--- src/rtl/alu_seq_ctrl.sv ---
// alu_seq_ctrl: ALU/shifter control sequencer for the multicycle datapath.
// Takes one 4-bit operation (plus shift amount) from the main control unit
// and drives ALU, shifter, ALUOut-mux and branch-compare controls over one
// or more cycles, ending each operation with a one-cycle done pulse.
//
// Build option: define ALUSEQ_ITER_SHIFT_EN for a shifter that moves one bit
// per command (SHIFT repeats amount times with sh_n = 1). Without it, SHIFT
// is a single cycle presenting the whole amount on sh_n.
//
// Handshake: an operation is accepted at a rising edge where
// op_valid && op_ready; op_ready is high only in IDLE, op/op_amt are
// sampled only on accept, and op_valid in any other state is ignored.
//
// All control outputs are flops: the next-state values are decoded and
// registered so each output is aligned with the state it belongs to.
// The current state is exposed on dbg_state for checkers.

module alu_seq_ctrl #(
  parameter int AMT_W   = 5,
  parameter int LUI_AMT = 16
) (
  input  logic             clk,
  input  logic             reset,
  input  logic             op_valid,
  output logic             op_ready,
  input  logic [3:0]       op,
  input  logic [AMT_W-1:0] op_amt,
  output logic [2:0]       alu_ctl,
  output logic [2:0]       sh_ctl,
  output logic [AMT_W-1:0] sh_n,
  output logic             m_shifter,
  output logic [1:0]       m_aluout,
  output logic             br_en,
  output logic [1:0]       br_cond,
  output logic             busy,
  output logic             done,
  output logic [1:0]       dbg_state
);

  typedef enum logic [1:0] {
    S_IDLE  = 2'd0,
    S_EXEC  = 2'd1,
    S_LOAD  = 2'd2,
    S_SHIFT = 2'd3
  } state_t;

  localparam logic [3:0]       OP_LUI = 4'd15;
  localparam logic [AMT_W-1:0] LUI_N  = AMT_W'(LUI_AMT);
  localparam logic [AMT_W-1:0] ONE_N  = AMT_W'(1);

  state_t           state, n_state;
  logic [3:0]       op_q, n_op;
  logic [AMT_W-1:0] amt_q, n_amt;

`ifdef ALUSEQ_ITER_SHIFT_EN
  logic [AMT_W-1:0] cnt_q, n_cnt;
`endif

  // next-cycle values of the registered outputs
  logic [2:0]       alu_d, sh_d;
  logic [AMT_W-1:0] sh_n_d;
  logic             m_sh_d, br_en_d, busy_d, done_d;
  logic [1:0]       mao_d, br_cond_d;

  function automatic logic is_shift_op(input logic [3:0] code);
    return (code inside {4'd5, 4'd6, 4'd7, 4'd8, 4'd9, 4'd15});
  endfunction

  function automatic logic [2:0] shift_code(input logic [3:0] code);
    case (code)
      4'd7:       return 3'b011;
      4'd8, 4'd9: return 3'b100;
      default:    return 3'b010;
    endcase
  endfunction

  assign op_ready  = (state == S_IDLE);
  assign dbg_state = state;

  // state register plus captured op and registered control outputs
  always_ff @(posedge clk) begin
    if (reset) begin
      state     <= S_IDLE;
      op_q      <= '0;
      amt_q     <= '0;
`ifdef ALUSEQ_ITER_SHIFT_EN
      cnt_q     <= '0;
`endif
      alu_ctl   <= '0;
      sh_ctl    <= '0;
      sh_n      <= '0;
      m_shifter <= 1'b0;
      m_aluout  <= '0;
      br_en     <= 1'b0;
      br_cond   <= '0;
      busy      <= 1'b0;
      done      <= 1'b0;
    end else begin
      state     <= n_state;
      op_q      <= n_op;
      amt_q     <= n_amt;
`ifdef ALUSEQ_ITER_SHIFT_EN
      cnt_q     <= n_cnt;
`endif
      alu_ctl   <= alu_d;
      sh_ctl    <= sh_d;
      sh_n      <= sh_n_d;
      m_shifter <= m_sh_d;
      m_aluout  <= mao_d;
      br_en     <= br_en_d;
      br_cond   <= br_cond_d;
      busy      <= busy_d;
      done      <= done_d;
    end
  end

  // next-state: accept in IDLE, sequence EXEC or LOAD->SHIFT, back to IDLE
  always_comb begin
    n_state = state;
    n_op    = op_q;
    n_amt   = amt_q;
`ifdef ALUSEQ_ITER_SHIFT_EN
    n_cnt   = cnt_q;
`endif
    case (state)
      S_IDLE: begin
        if (op_valid) begin
          n_op    = op;
          n_amt   = (op == OP_LUI) ? LUI_N : op_amt;
          n_state = is_shift_op(op) ? S_LOAD : S_EXEC;
        end
      end
      S_EXEC: n_state = S_IDLE;
      S_LOAD: begin
        // a zero-amount shift finishes with the loaded value
        if (op_q != OP_LUI && amt_q == '0) begin
          n_state = S_IDLE;
        end else begin
          n_state = S_SHIFT;
`ifdef ALUSEQ_ITER_SHIFT_EN
          n_cnt   = amt_q;
`endif
        end
      end
      S_SHIFT: begin
`ifdef ALUSEQ_ITER_SHIFT_EN
        if (cnt_q <= ONE_N) begin
          n_state = S_IDLE;
        end else begin
          n_cnt   = cnt_q - ONE_N;
        end
`else
        n_state = S_IDLE;
`endif
      end
      default: n_state = S_IDLE;
    endcase
  end

  // output decode from the next state and next captured op
  always_comb begin
    alu_d     = 3'b000;
    sh_d      = 3'b000;
    sh_n_d    = '0;
    m_sh_d    = 1'b0;
    mao_d     = 2'b00;
    br_en_d   = 1'b0;
    br_cond_d = 2'b00;
    busy_d    = 1'b0;
    done_d    = 1'b0;
    case (n_state)
      S_EXEC: begin
        busy_d = 1'b1;
        done_d = 1'b1;
        case (n_op)
          4'd0: mao_d = 2'b01;
          4'd1: begin alu_d = 3'b001; mao_d = 2'b01; end
          4'd2: begin alu_d = 3'b010; mao_d = 2'b01; end
          4'd3: begin alu_d = 3'b011; mao_d = 2'b01; end
          4'd4: begin sh_d  = 3'b001; mao_d = 2'b10; end
          4'd10: begin alu_d = 3'b111; mao_d = 2'b11; end
          4'd11: begin alu_d = 3'b111; mao_d = 2'b11; br_en_d = 1'b1; br_cond_d = 2'b00; end
          4'd12: begin alu_d = 3'b111; mao_d = 2'b11; br_en_d = 1'b1; br_cond_d = 2'b01; end
          4'd13: begin alu_d = 3'b111; mao_d = 2'b11; br_en_d = 1'b1; br_cond_d = 2'b10; end
          4'd14: begin alu_d = 3'b111; mao_d = 2'b11; br_en_d = 1'b1; br_cond_d = 2'b11; end
          default: ;
        endcase
      end
      S_LOAD: begin
        busy_d = 1'b1;
        sh_d   = 3'b001;
        mao_d  = 2'b10;
        m_sh_d = (n_op == OP_LUI);
        done_d = (n_op != OP_LUI) && (n_amt == '0);
      end
      S_SHIFT: begin
        busy_d = 1'b1;
        sh_d   = shift_code(n_op);
        mao_d  = 2'b10;
        m_sh_d = (n_op == OP_LUI);
`ifdef ALUSEQ_ITER_SHIFT_EN
        sh_n_d = ONE_N;
        done_d = (n_cnt == ONE_N);
`else
        sh_n_d = n_amt;
        done_d = 1'b1;
`endif
      end
      default: ;
    endcase
  end

endmodule

--- config.mk ---
export PLATFORM = sky130hd
export DESIGN_NAME = alu_seq_ctrl
export DESIGN_NICKNAME = d
export VERILOG_FILES = /design/src/rtl/alu_seq_ctrl.sv
export SDC_FILE = /design/constraint.sdc
export NUM_CORES = 1
export LEC_CHECK = 0
export CAP_MARGIN = 20
export CORE_MARGIN = 2
export CORE_UTILIZATION = 25
export CTS_BUF_LIST = sky130_fd_sc_hd__clkbuf_4 sky130_fd_sc_hd__clkbuf_8
export DETAILED_ROUTE_END_ITERATION = 8
export SETUP_SLACK_MARGIN = 0.1
export SLEW_MARGIN = 15
export SYNTH_ARGS = -nofsm -noshare
export SYNTH_HDL_FRONTEND = slang
export SYNTH_SLANG_ARGS = --single-unit
--- constraint.sdc ---
create_clock -name clk -period 2.39 [get_ports clk]
set_input_delay 0.239 -clock clk [delete_from_list [all_inputs] [get_ports clk]]
set_output_delay 0.239 -clock clk [all_outputs]
set_load 0.02 [all_outputs]
== Word level (Yosys, flattened, before mapping) ==
Index checks and enable logic that the tools add are counted.

* Equality and inequality tests: 27
* Multiplexer cells: 19
* Bitwise logic cells: 3
* Reduce and logical (&&, ||, !) cells: 18

{| class="wikitable"
|+ Operators with widths
! cell !! number
|-
| equality test 4 bit (second input constant) || 11
|-
| equality test 4 x 3 -> 1 bit (second input constant) || 5
|-
| one-hot mux 2 bit (3 select lines) || 3
|-
| 2-to-1 mux 5 bit || 3
|-
| OR reduction 2 bit || 7
|-
| one-hot mux 3 bit (4 select lines) || 1
|-
| logical NOT 5 bit || 2
|-
| one-hot mux 3 bit (3 select lines) || 1
|-
| equality test 2 bit (second input constant) || 4
|-
| equality test 4 x 2 -> 1 bit (second input constant) || 2
|-
| 2-to-1 mux 4 bit || 2
|-
| != test 4 bit (second input constant) || 2
|-
| OR reduction 4 bit || 2
|-
| 2-to-1 mux 2 bit || 3
|-
| one-hot mux 3 bit (2 select lines) || 1
|-
| nonzero test 6 bit || 1
|-
| OR reduction 5 bit || 1
|-
| equality test 2 x 1 -> 1 bit (second input constant) || 2
|-
| equality test 4 x 1 -> 1 bit (second input constant) || 1
|-
| logical NOT 4 bit || 1
|-
| one-hot mux 2 bit (2 select lines) || 1
|-
| 2-to-1 mux 1 bit || 3
|-
| NOT 1 bit || 3
|-
| OR reduction 3 bit || 1
|-
| 3 further kinds || 4
|}

* Register bits: 30
* Input bits: 12
* Output and inout port bits: 22
* Word-level logic and storage cells: 79

== Longest topological paths before layout ==
* Word-level depth: 9
* Gate-level depth with buffers: 6
* Depth with buffers taken out: 5

== Worst setup path after synthesis ==
Ideal clock, no wire load.

* Path kind: flip-flop to flip-flop
* From: register state[0] (netlist: dbg_state[0])
* To: register m_aluout[1]
* Setup time: 0.070 ns
* Arrival time: 1.653 ns
* Required time: 2.320 ns
* Path slack: 0.668 ns
* Stages on the path, launching flop included: 7
* Path buffers: 1
* Clock period less this slack: 1.722 ns
* Cells stage by stage: dfxtp_1 > nor3b_4 > buf_6 > mux2i_1 > o211ai_2 > or2_0 > a21oi_1

* Longest elaborated chain between the ends: 6
* Elaborated cells between the ends (all ways): 26
* Classes of those cells: 15 x eq/ne; 5 x mux; 6 x reduce/logical

{| class="wikitable"
|+ Ends and longest elaborated chain
! item !! RTL line !! RTL
|-
| start, declared || 51 || <nowiki>state_t state, n_state;</nowiki>
|-
| start signal, assigned || 99 || <nowiki>state <= n_state;</nowiki>
|-
| logical NOT 2 bit (tied with other cells) || 125 || <nowiki>case (state)</nowiki>
|-
| 2-to-1 mux 4 bit / OR reduction 2 bit (equally long branches) || -- ||
|-
| equality test 4 bit (tied with other cells) || 175 || <nowiki>case (n_op)</nowiki>
|-
| OR reduction 5 bit (no source line) (tied with other cells) || -- ||
|-
| one-hot mux 2 bit (3 select lines) / OR reduction 2 bit (equally long branches) || -- ||
|-
| one-hot mux 2 bit (2 select lines) (*) || 171 || <nowiki>case (n_state)</nowiki>
|-
| end signal, assigned || 109 || <nowiki>m_aluout <= mao_d;</nowiki>
|-
| end, declared || 32 || <nowiki>output logic [1:0] m_aluout,</nowiki>
|}

Mark *: on every way between the ends. The rest lies on a longest branch, timed or not.
A chain may end at the register's enable or synchronous reset.

== Final worst setup path ==
* From: input port op_valid
* To: register m_aluout[1]

* Longest elaborated chain between the ends: 6
* Elaborated cells between the ends (all ways): 22
* Classes of those cells: 12 x eq/ne; 6 x mux; 4 x reduce/logical

{| class="wikitable"
|+ Ends and longest elaborated chain
! item !! RTL line !! RTL
|-
| start, declared || 24 || <nowiki>input logic op_valid,</nowiki>
|-
| 2-to-1 mux 4 bit || 127 || <nowiki>if (op_valid) begin</nowiki>
|-
| 2-to-1 mux 4 bit || 125 ||
|-
| equality test 4 bit (tied with other cells) || 175 ||
|-
| OR reduction 5 bit (no source line) / OR reduction 4 bit (equally long branches) || -- ||
|-
| one-hot mux 2 bit (3 select lines) || 175 ||
|-
| one-hot mux 2 bit (2 select lines) (*) || 171 ||
|}

Marked as above.

==> flow_summary.toml <==
[clocking]
worst_skew_pair.late_latency_ns = 0.28
cts.htree.levels = 2
tritoncts_clock_tree = "done"
clk_root_buf = "sky130_fd_sc_hd__clkbuf_8"
clk_pin_slew_worst_paths_ns = 0.06
clockBufferDepth = 2
postCtsHoldBufs = 0
number_of_buffers_created_by_cts = 5
resized_after_cts = 0
cts_post_setup_buffers_inserted = 0
cts_num_sinks = 30

[critical_path]
crit_type = "primary input to flip-flop"
reg2reg_to = "m_aluout[1]"
cp.arrival_ns = 2.11
timing.critical_path.required_ns = 2.60
worst-r2r-cell-count = 5
critical_path_peak_fanout = 9
worst_setup_path_start_kind = "primary input"
critical_path.endpoint_type = "flip-flop"
crit_start = "op_valid"
timing.rr.start = "dbg_state[0]"
r2r_setup_slack_ns = 0.57
crit_path_end = "m_aluout[1]"

[synth]
synth_compound_area_share_pct = 13.4
post_synth_inst_count = 123
largest_family_of_logic_cells_by_synthesized_area = "simple AND/OR/NAND/NOR gates"
synth-adder-area-share_pct = 0
yosysSeqAreaShare_pct = 51.9
synthesis.yosys.warnings = 0
number_of_flops_mapped_to_enable_cells_by_yosys = 0
yosys-mux-area-fraction_pct = 6.60
post_synth_xor_area_fraction_pct = 0
synth-simple-area-share_pct = 24.5
synth_top_flop_cell = "sky130_fd_sc_hd__dfxtp_1"
synthesized_area_per_cell_um2 = 9.40
ys_async_sr_fraction_pct = 0
post_synth_num_cell_types = 32
post_synth_instance_area_um2 = 1160
syn-num-nets = 135
synth-seq-cells = 30

[sta]
grt_setup_unrepaired = "no"
hold_viol = 0
fin_crit_ns = 1.90
count_of_endpoints_failing_setup_in_the_final_report = 0
tightest_slew_ns = 0.483
final_worst_path_period_share_pct = 79.5
timing.final.max_slew_violations = 0
slew_headroom_pct = 67.5
finalClockSkew_ns = 0.00499
max_clock_freq_mhz = 527
final.setup.tns_ns = 0

[grt]
antenna_found_initial = 0
vias_in_the_first_global_route = 966
global_route.overflow_total = 0
grt_use_total_pct = 11.0
grt_pass1_wl_um = 4350
maximum_number_of_pins_on_one_net_before_global_route_repair = 10

[finish]
syn2layout_area_growth_pct = 43.7
fin_nets = 177
antenna_cells = 0
most-common-layout-cells = "33 x sky130_fd_sc_hd__clkdlybuf4s50_1, 30 x sky130_fd_sc_hd__nor2_1, 30 x sky130_fd_sc_hd__dfxtp_1"
share_of_layout_cells_above_drive_strength_1_pct = 13.3
multi_input_comb_area_um2 = 514
fillerInstances = 460
area.sequential_um2 = 601
mostFrequentLayoutCell = "sky130_fd_sc_hd__clkdlybuf4s50_1"

[drt]
routed_wirelength_um = 2580
wl_per_cell_um = 11.8
drt-initial-drc-count = 48
vias_per_cell = 4.44
remaining_drc_errors = 0
drtPass1Iterations = 4
vias = 968
drt.antenna.violating_nets = 0

[floorplanning]
start_util_pct = 26.2
floorplan.io_pins = 34
die_area_um2 = 5180
fp.coreArea_um2 = 4410
rows = 24
horizontal_die_dimension_um = 72.0
die_height_um = 72.0

[power]
peak_vdd_ir_uv = 176
power.static_leakage_nw = 0.639
powerDensity_nw_per_um2 = 700
report.power.total_mw = 1.16

[place]
gpl.final_weighted_congestion = 0.740
buffer_ports.inserted = 33
dpl_hpwl_um = 1930

[hold_path]
hold_class = "flip-flop to flip-flop"

[run]
cap_violations = 0

[outcome]
outcome = "completed"
[kinds of logic (layout without fill, tap and decap cells)]
logic type	Yosys count	count (layout)
buffers and inverters	7	50
and+or+nand+nor	58	58
AOI/OAI and AO/OA	21	21
muxes	7	7
DFF	30	30
[Yosys cell counts, types with 2 or more instances]
library cell	number	share of area [%]
sky130_fd_sc_hd__a21oi_1	5	2.2
sky130_fd_sc_hd__a22oi_1	4	2.6
sky130_fd_sc_hd__buf_6	2	1.9
sky130_fd_sc_hd__clkbuf_1	2	0.65
sky130_fd_sc_hd__dfxtp_1	30	52
sky130_fd_sc_hd__inv_1	3	0.97
sky130_fd_sc_hd__mux2i_1	5	4.3
sky130_fd_sc_hd__nand2_1	8	2.6
sky130_fd_sc_hd__nor2_1	30	9.7
sky130_fd_sc_hd__nor3_1	7	3.0
sky130_fd_sc_hd__o21a_1	2	1.3
sky130_fd_sc_hd__o21ai_0	4	1.7
sky130_fd_sc_hd__or2_0	2	1.1
[worst min path at each step]
stage                  start      endpoint  slack [ns]  depth (start not counted)
global route        amt_q[2]      amt_q[2]        0.60                          2
detailed placement  amt_q[3]      amt_q[3]        0.52                          2
CTS                 amt_q[3]      amt_q[3]        0.54                          2
global placement    amt_q[3]      amt_q[3]        0.52                          2
finish              amt_q[3]      amt_q[3]        0.53                          2
floorplan              reset  dbg_state[0]        0.31                          1
[where the power goes]
part	internal [mW]	switching [mW]	total [mW]	leakage, nW
logic	0.0982	0.108	0.206	0.343
registers	0.524	0.0147	0.539	0.244
clock network	0.243	0.175	0.418	0.0517
[metrics by stage]
stage / setup slack, ns / utilization, % / instances / cell area [um2] / hold slack, ns
6_report: 0.491 / 37.6 / 218 / 1660 / 0.531
5_1_grt: 0.311 / 37.6 / 218 / 1660 / 0.604
4_1_cts: 0.487 / 37.6 / 218 / 1660 / 0.539
3_5_place_dp: 0.198 / 35.5 / 210 / 1570 / 0.523
3_3_place_gp: 0.230 / 35.5 / 210 / 1570 / 0.521
2_1_floorplan: 0.668 / - / 123 / 1160 / 0.308
[per-layer routing]
metal | wire (um) | vias to the layer above | GRT usage [%] | share of wire, %
met4 | 60 | 0 | 6.29 | 2.3
met2 | 1240 | 21 | 18.2 | 48
met3 | 101 | 5 | 2.92 | 3.9
li1 | - | 508 | - | -
met5 | 0 | - | 0 | 0
met1 | 1180 | 434 | 13.0 | 46
[worst max-delay path, stage by stage]
cell	delay (ns)
sky130_fd_sc_hd__clkdlybuf4s50_1	0.48
sky130_fd_sc_hd__nor3b_4	0.44
sky130_fd_sc_hd__mux2i_1	0.45
sky130_fd_sc_hd__o211ai_2	0.15
sky130_fd_sc_hd__or2_0	0.22
sky130_fd_sc_hd__a21oi_1	0.13
[state kept, by name (all words and copies together) (netlist names), 2 cells and up]
register and flops:
amt_q 5, sh_n 5, m_aluout 2, dbg_state 2
br_cond 2, alu_ctl 3, sh_ctl 3, op_q 4
[layout make-up]
type | instances | share of cell area (%)
sequential | 30 | 36.1
inverter | 3 | 0.678
clock inverter | 1 | 0.301
clock buffer | 7 | 5.42
timing repair buffer | 39 | 22.6
multi-input combinational | 86 | 30.9
tap | 52 | 3.92
Power figures use the tool's default switching activity.
